**src/rtl/regfile_pkg.sv**
```systemverilog
// Shared types and default sizing for the multi-port register file and its clear sequencer.
// Holds the sweep state encoding so the sequencer and any observers agree on it.
package regfile_pkg;

    typedef enum logic {
        IDLE  = 1'b0,
        SWEEP = 1'b1
    } sweep_state_t;

    localparam int DEF_WIDTH = 8;
    localparam int DEF_DEPTH = 8;
    localparam int DEF_NREAD = 2;

endpackage

```
**src/rtl/regfile_clear_seq.sv**
```systemverilog
// Sequential clear sweep: one entry zeroed per cycle for DEPTH cycles, starting the edge after clear.
// No backpressure; clear requests arriving while a sweep is running are ignored.
module regfile_clear_seq
    import regfile_pkg::*;
#(
    parameter int DEPTH = DEF_DEPTH,
    parameter int AW    = $clog2(DEF_DEPTH)
) (
    input  logic          clk,
    input  logic          rst_n,
    input  logic          clear,
    output logic          busy,
    output logic          zero_en,
    output logic [AW-1:0] idx
);

    localparam logic [AW-1:0] LAST = AW'(DEPTH - 1);

    sweep_state_t  state;
    logic [AW-1:0] cnt;

    always_ff @(posedge clk or negedge rst_n) begin
        if (!rst_n) begin
            state <= IDLE;
            cnt   <= '0;
        end else begin
            case (state)
                IDLE: begin
                    if (clear) begin
                        state <= SWEEP;
                        cnt   <= '0;
                    end
                end
                SWEEP: begin
                    // Last entry is zeroed on this edge; return to IDLE with the counter wrapped.
                    if (cnt == LAST) begin
                        state <= IDLE;
                        cnt   <= '0;
                    end else begin
                        cnt <= cnt + 1'b1;
                    end
                end
                default: begin
                    state <= IDLE;
                    cnt   <= '0;
                end
            endcase
        end
    end

    assign busy    = (state == SWEEP);
    assign zero_en = (state == SWEEP);
    assign idx     = cnt;

endmodule

```
**src/rtl/regfile_mp.sv**
```systemverilog
// Multi-read-port register file with pending bits, optional write bypass and a clear sweep.
// Reads are combinational; writes/claims commit on the rising edge and are dropped while sweeping.
module regfile_mp
    import regfile_pkg::*;
#(
    parameter int WIDTH  = DEF_WIDTH,
    parameter int DEPTH  = DEF_DEPTH,
    parameter int NREAD  = DEF_NREAD,
    parameter int BYPASS = 1,
    parameter int AW     = $clog2(DEPTH)
) (
    input  logic                   clk_in,
    input  logic                   reset_n_in,
    input  logic                   we_in,
    input  logic                   wr_inhibit_in,
    input  logic [AW-1:0]          wr_addr_in,
    input  logic [WIDTH-1:0]       wr_data_in,
    input  logic [NREAD*AW-1:0]    rd_addr_in,
    output logic [NREAD*WIDTH-1:0] rd_data_out,
    output logic [NREAD-1:0]       rd_pend_out,
    input  logic                   claim_in,
    input  logic [AW-1:0]          claim_addr_in,
    output logic [DEPTH-1:0]       pend_out,
    input  logic                   clear_in,
    output logic                   clear_busy_out,
    output logic [WIDTH-1:0]       reg0_out
);

    logic [WIDTH-1:0] mem [DEPTH];
    logic [DEPTH-1:0] pend;

    logic          sweep_busy;
    logic          sweep_zero;
    logic [AW-1:0] sweep_idx;
    logic          wr_commit;

    regfile_clear_seq #(
        .DEPTH (DEPTH),
        .AW    (AW)
    ) u_clear_seq (
        .clk     (clk_in),
        .rst_n   (reset_n_in),
        .clear   (clear_in),
        .busy    (sweep_busy),
        .zero_en (sweep_zero),
        .idx     (sweep_idx)
    );

    // The inhibit input holds off writes during the PC-latch phase.
    assign wr_commit = we_in && !wr_inhibit_in && !sweep_busy;

    always_ff @(posedge clk_in or negedge reset_n_in) begin
        if (!reset_n_in) begin
            for (int i = 0; i < DEPTH; i++) begin
                mem[i] <= '0;
            end
            pend <= '0;
        end else if (sweep_zero) begin
            mem[sweep_idx]  <= '0;
            pend[sweep_idx] <= 1'b0;
        end else begin
            if (wr_commit) begin
                mem[wr_addr_in]  <= wr_data_in;
                pend[wr_addr_in] <= 1'b0;
            end
            // Placed after the write so a same-edge claim on the same entry leaves it pending.
            if (claim_in) begin
                pend[claim_addr_in] <= 1'b1;
            end
        end
    end

    for (genvar p = 0; p < NREAD; p++) begin : g_rd
        logic [AW-1:0] ra;
        logic          hit;

        assign ra  = rd_addr_in[p*AW +: AW];
        assign hit = (BYPASS != 0) && wr_commit && (wr_addr_in == ra);
        assign rd_data_out[p*WIDTH +: WIDTH] = hit ? wr_data_in : mem[ra];
        assign rd_pend_out[p] = pend[ra];
    end

    assign pend_out       = pend;
    assign clear_busy_out = sweep_busy;
    assign reg0_out       = mem[0];

endmodule
```
**config.mk**
```make
export PLATFORM = sky130hd
export DESIGN_NAME = regfile_mp
export DESIGN_NICKNAME = d
export VERILOG_FILES = /design/src/rtl/regfile_pkg.sv /design/src/rtl/regfile_clear_seq.sv /design/src/rtl/regfile_mp.sv
export SDC_FILE = /design/constraint.sdc
export NUM_CORES = 1
export LEC_CHECK = 0
export CAP_MARGIN = 15
export CORE_AREA = 2 2 102 104
export DETAILED_ROUTE_END_ITERATION = 16
export DIE_AREA = 0 0 104 106
export GPL_ROUTABILITY_DRIVEN = 0
export PLACE_DENSITY_LB_ADDON = 0.2
export SLEW_MARGIN = 0
export SYNTH_ARGS = -nofsm -noshare
export SYNTH_HDL_FRONTEND = slang
export SYNTH_HIERARCHICAL = 1
export SYNTH_SLANG_ARGS = --single-unit
```
**constraint.sdc**
```tcl
create_clock -name clk_in -period 4.85 [get_ports clk_in]
set_input_delay 0.97 -clock clk_in [delete_from_list [all_inputs] [get_ports clk_in]]
set_output_delay 0.97 -clock clk_in [all_outputs]
set_load 0.02 [all_outputs]
```
==> impl_metrics.yaml, run 1 <==
synthesis:
  syn_nets: 344
  ys_seq_elements: 76
  synth-warning-count: 6
  synthCells: 315
  synth_cell_types: 37
  synth_edf_count: 0
  ys_top_cells_by_area: "dfrtp_1, a22o_1, mux4_1, mux4_2, mux2_2"
  ys_seq_area_share_pct: 41.6
  synth.avg_cell_area_um2: 14.5
  async_reset_ff_share_pct: 100
  syn_area_mm2: 0.00458
  synth_top_area_cell: "dfrtp_1"
  synth.top_cell.area_share_pct: 41.6
  yosys_most_used_dff: "dfrtp_1"
final_layout:
  layout-drive-gt1-share_pct: 23.0
  fin_cells: 505
  syn2layout_area_growth_pct: 19.8
  layout.nets: 393
  antennaDiodeCount: 0
global_route:
  use_met3_pct: 4.05
  grt_util_met2_pct: 34.1
  grt-busiest-layer: "met1"
  grt_overflow: 0
  grt_pass1_wl_um: 19000
  grt_usage_pct: 22.9
  antenna_found_initial: 0
  met1_usage_pct: 34.4
  grt_max_degree: 77
  grt_pass1_vias: 3097
timing:
  min_period_over_period_pct: 90.3
  hold_viol_final: 0
  drv_slew: 0
  period_minus_slack_ns: 4.38
  tightest_slew_ns: 1.19
  fmax_ghz: 0.228
  hold_slack_ns: 0.520
  rsz0062_at_grt: "no"
  fin_skew_ns: 0.00961
  slew-limit-headroom_pct: 20.5
  worst_slack_ns: 0.470
  setup_violations: 0
  finalSetupTns_ns: 0
placement:
  hpwl_um: 8050
  port_buffers: 60
  dp_slack_ns: 0.461
  dp_cells: 489
clock_tree:
  clkTransAtPathRegs_ns: 0.08
  ctsResizeCount: 0
  cts_htree_levels: 3
  cts_buffers: 9
  holdBufCountCts: 0
  post_cts_buffers: 0
  clock_path_buffers: 2
  cts_tree: "built"
  clk_latency_ns: 0.35
  cts_sinks: 76
  cts_root_buffer: "clkbuf_8"
critical_path:
  critPathArrivalTime_ns: 3.41
  path_class: "input port to output port"
  critPathRequiredTime_ns: 3.88
  crit_fanout: 16
  end_kind: "output port"
  reg2reg_setup_slack_ns: 2.16
  start_kind: "input port"
drt:
  first_pass_iters: 4
  drc_errors: 0
  avgRoutedWirePerCell_um: 24.0
  wirelength_um: 12100
  ant_nets: 0
  via_count: 3153
  vias_per_cell: 6.24
  drt_iter0_markers: 212
die:
  die_area_mm2: 0.0110
  die_w_um: 104
  rows: 37
  die_h_um: 106
  io-pin-count: 61
  start_util_pct: 45.8
  design.core.area_mm2: 0.0100
outcome:
  status: "finished clean"
min_path:
  hold_path.class: "flop to flop"
pwr:
  p_int_w: 0.00132
  switchingPower_w: 0.000663
  pwr-share-clk_pct: 31.4
  netSwitchingFraction_pct: 33.5
  power.total_w: 0.00198
  power_frac_seq_pct: 39.8
  p_per_area_mw_per_mm2: 362
  leakage_nw: 2.55
  vdd_ir_drop_max_mv: 0.187
  power_frac_comb_pct: 28.8
job:
  maxCapViolCount: 0
==> cell families (layout without fill, tap and decap cells) <==
family / after synthesis / after routing / synth area share [%]
compound gates: 84 / 84 / 15.5
flops: 76 / 76 / 41.6
mux: 70 / 70 / 29.0
buf+inv: 40 / 94 / 5.58
simple gates: 36 / 36 / 6.34
xor+xnor: 6 / 6 / 1.15
fa+ha+maj: 3 / 3 / 0.820
==> Yosys cell counts (3+ instances only) <==
| library cell | n |
|---|---|
| a22o_1 | 73 |
| a31oi_1 | 8 |
| and3_1 | 7 |
| and4b_1 | 3 |
| buf_1 | 12 |
| buf_2 | 7 |
| buf_4 | 9 |
| buf_6 | 4 |
| clkbuf_1 | 4 |
| dfrtp_1 | 76 |
| ha_1 | 3 |
| mux2_2 | 22 |
| mux2_4 | 12 |
| mux4_1 | 24 |
| mux4_2 | 12 |
| nor2_1 | 3 |
| nor2b_1 | 3 |
| nor4bb_1 | 3 |
| xnor2_1 | 6 |
==> worst max-delay path: stages <==
cell	delay [ns]
clkdlybuf4s50_1	0.45
buf_4	0.29
mux4_1	0.63
mux2_2	0.28
mux2_4	0.25
clkdlybuf4s50_1	0.53
==> power by group through the flow <==
stage / Combinational, W / Sequential [W] / Clock [W]
after floorplan: 0.000315 / 0.000805 / 0
after global routing: 0.000613 / 0.000805 / 0.000657
after global placement: 0.000568 / 0.000797 / 0
after CTS: 0.000574 / 0.000788 / 0.000630
final: 0.000571 / 0.000789 / 0.000622
after detailed placement: 0.000572 / 0.000800 / 0
==> placed cells by master, fill, tap and decap left out, types with 3 or more instances in the layout <==
cell type and count:
dfrtp_1 76, nor4bb_1 3, a31oi_1 8, mux4_2 12, nor2b_1 3, clkdlybuf4s50_1 59, and4b_1 3, ha_1 3
mux4_1 24, nor2_1 3, buf_4 16, mux2_4 12, xnor2_1 6, and3_1 7, clkbuf_8 9, bufinv_16 3
mux2_2 22, a22o_1 73
==> state kept, by name, indices dropped and copies added (netlist names) <==
signal,count
u_clear_seq/idx,3
reg0_out,8
mem,56
pend_out,8
u_clear_seq/busy,1
==> stage by stage <==
stage	area, um^2	util, %
after global routing	5480	54.8
after detailed placement	5230	52.3
final	5480	54.8
after floorplan	4580	-
after CTS	5480	54.8
after global placement	5230	52.3
==> layout make-up <==
class	instances	area, um^2
Clock buffer	9	124
Fill cell	858	4520
Sequential cell	76	1900
Multi-Input combinational cell	199	2420
Timing Repair Buffer	76	731
Clock inverter	7	130
Tap cell	136	170
Inverter	2	7.51
==> final timing paths <==
kind / end / depth (start not counted) / start
worst max-delay path: rd_data_out[14] / 6 / rd_addr_in[3]
worst min-delay path: mem[1]$_DFFE_PN0P_ / 1 / mem[1]$_DFFE_PN0P_
worst max register to register: pend_out[6]$_DFF_PN0_ / 3 / u_clear_seq/busy$_DFF_PN0_
worst min register to register: mem[1]$_DFFE_PN0P_ / 1 / mem[1]$_DFFE_PN0P_
max in group asynchronous: mem[55]$_DFFE_PN0P_ / 1 / reset_n_in
min in group asynchronous: u_clear_seq/busy$_DFF_PN0_ / 1 / reset_n_in
==> routing by layer <==
| metal | wire, um | part of all wire [%] |
|---|---|---|
| met1 | 5580 | 46 |
| met3 | 869 | 7.2 |
| met4 | 150 | 1.2 |
| met5 | 0 | 0 |
| met2 | 5520 | 46 |
No activity file was read; power rests on OpenSTA's default activity.
==> run 2, diff against run 1 <==
Settings changed: SLEW_MARGIN 0 to 20.
==> impl_metrics.yaml, run 2 (same netlist as run 1, synthesis figures left out) <==
timing:
  drv_slew: 0
  period_minus_slack_ns: 4.38
  slew-limit-headroom_pct: 26.6
  fmax_ghz: 0.229
  finalSetupTns_ns: 0
  tightest_slew_ns: 1.10
  setup_violations: 0
  rsz0062_at_grt: "no"
  fin_skew_ns: 0.00941
  min_period_over_period_pct: 90.2
  hold_viol_final: 0
critical_path:
  crit_start: "rd_addr_in[3]"
  crit_fanout: 16
  start_kind: "input port"
  critPathArrivalTime_ns: 3.41
  end_kind: "output port"
  timing.rr.start: "u_clear_seq/busy$_DFF_PN0_"
  critPathRequiredTime_ns: 3.88
  path_class: "input port to output port"
drt:
  first_pass_iters: 4
  drt_iter0_markers: 280
  vias_per_cell: 6.32
  avgRoutedWirePerCell_um: 23.9
  wirelength_um: 12100
  via_count: 3190
  ant_nets: 0
  drc_errors: 0
clock_tree:
  holdBufCountCts: 0
  ctsResizeCount: 0
  post_cts_buffers: 0
  clkTransAtPathRegs_ns: 0.09
  cts_tree: "built"
  cts_sinks: 76
  cts_root_buffer: "clkbuf_8"
  clk_latency_ns: 0.36
  cts_htree_levels: 3
  clock_path_buffers: 2
  cts_buffers: 9
final_layout:
  syn2layout_area_growth_pct: 18.9
  layout_commonest_cell: "dfrtp_1"
  layout.nets: 393
  final_cell_mix: "dfrtp_1, a22o_1, clkdlybuf4s50_1, mux4_1, mux2_2"
  top_register: "mem"
  layout-drive-gt1-share_pct: 23.6
  fin_cells: 505
  fillers: 868
  largest_reg_flops: 56
  final_area_mm2: 0.00544
  antennaDiodeCount: 0
die:
  rows: 37
  die_h_um: 106
  io-pin-count: 61
  die_w_um: 104
  start_util_pct: 45.8
  design.core.area_mm2: 0.0100
  die_area_mm2: 0.0110
placement:
  place_area_mm2: 0.00524
  port_buffers: 60
  dp_cells: 489
  hpwl_um: 8040
global_route:
  grt_pass1_wl_um: 19100
  grt_pass1_vias: 3174
  grt_max_degree: 77
  antenna_found_initial: 0
  grt_overflow: 0
  grt_usage_pct: 22.9
pwr:
  leakage_nw: 2.53
  p_per_area_mw_per_mm2: 341
  vdd_ir_drop_max_mv: 0.199
outcome:
  status: "finished clean"
job:
  maxCapViolCount: 0
min_path:
  hold_path.class: "flop to flop"
  hold_start: "mem[52]$_DFFE_PN0P_"
-- run 2: worst max-delay path, stage by stage --
cell and delay (ns):
clkdlybuf4s50_1 0.45, buf_4 0.29, mux4_1 0.63, mux2_2 0.28, mux2_4 0.25, clkdlybuf4s50_1 0.53
-- run 2: worst paths after layout --
path | endpoint | slack (ns) | cells past startpoint
worst max-delay path | rd_data_out[14] | 0.47 | 6
worst min-delay path | mem[52]$_DFFE_PN0P_ | 0.52 | 1
worst max register to register | mem[55]$_DFFE_PN0P_ | 2.14 | 3
worst min register to register | mem[52]$_DFFE_PN0P_ | 0.52 | 1
max in group asynchronous | mem[4]$_DFFE_PN0P_ | 3.47 | 1
min in group asynchronous | u_clear_seq/busy$_DFF_PN0_ | 0.74 | 1
-- run 2: per-stage QoR --
| stage | util, % | power [W] | hold WS [ns] | setup slack [ns] |
|---|---|---|---|---|
| CTS | 54.3 | 0.00186 | 0.522 | 0.465 |
| global placement | 52.3 | 0.00137 | 0.491 | 0.480 |
| finish | 54.4 | 0.00185 | 0.520 | 0.474 |
| detailed placement | 52.4 | 0.00137 | 0.499 | 0.465 |
| floorplan | - | 0.00112 | 0.471 | 1.61 |
| global route | 54.4 | 0.00195 | 0.537 | 0.400 |
-- run 2: area by class of cell --
type	count	area, um^2	area share [%]
multi-input combinational	199	2430	44.7
clock inverter	7	73.8	1.36
inverter	2	7.51	0.138
timing repair buffer	76	731	13.4
clock buffer	9	124	2.28
sequential	76	1900	35.0
tap	136	170	3.13
-- run 2: where the power goes --
| part | internal, W | leakage [nW] | switching [W] |
|---|---|---|---|
| sequential | 0.000695 | 1.05 | 0.0000934 |
| clock | 0.000205 | 0.102 | 0.000286 |
| combinational | 0.000273 | 1.38 | 0.000302 |
| total | 0.00117 | 2.53 | 0.000681 |
-- run 2: routing by layer --
metal / GRT usage, % / wire (um) / vias up
li1: - / - / 1396
met1: 34.3 / 5510 / 1641
met5: 0 / 0 / -
met4: 5.89 / 189 / 0
met3: 5.27 / 894 / 21
met2: 33.6 / 5460 / 132
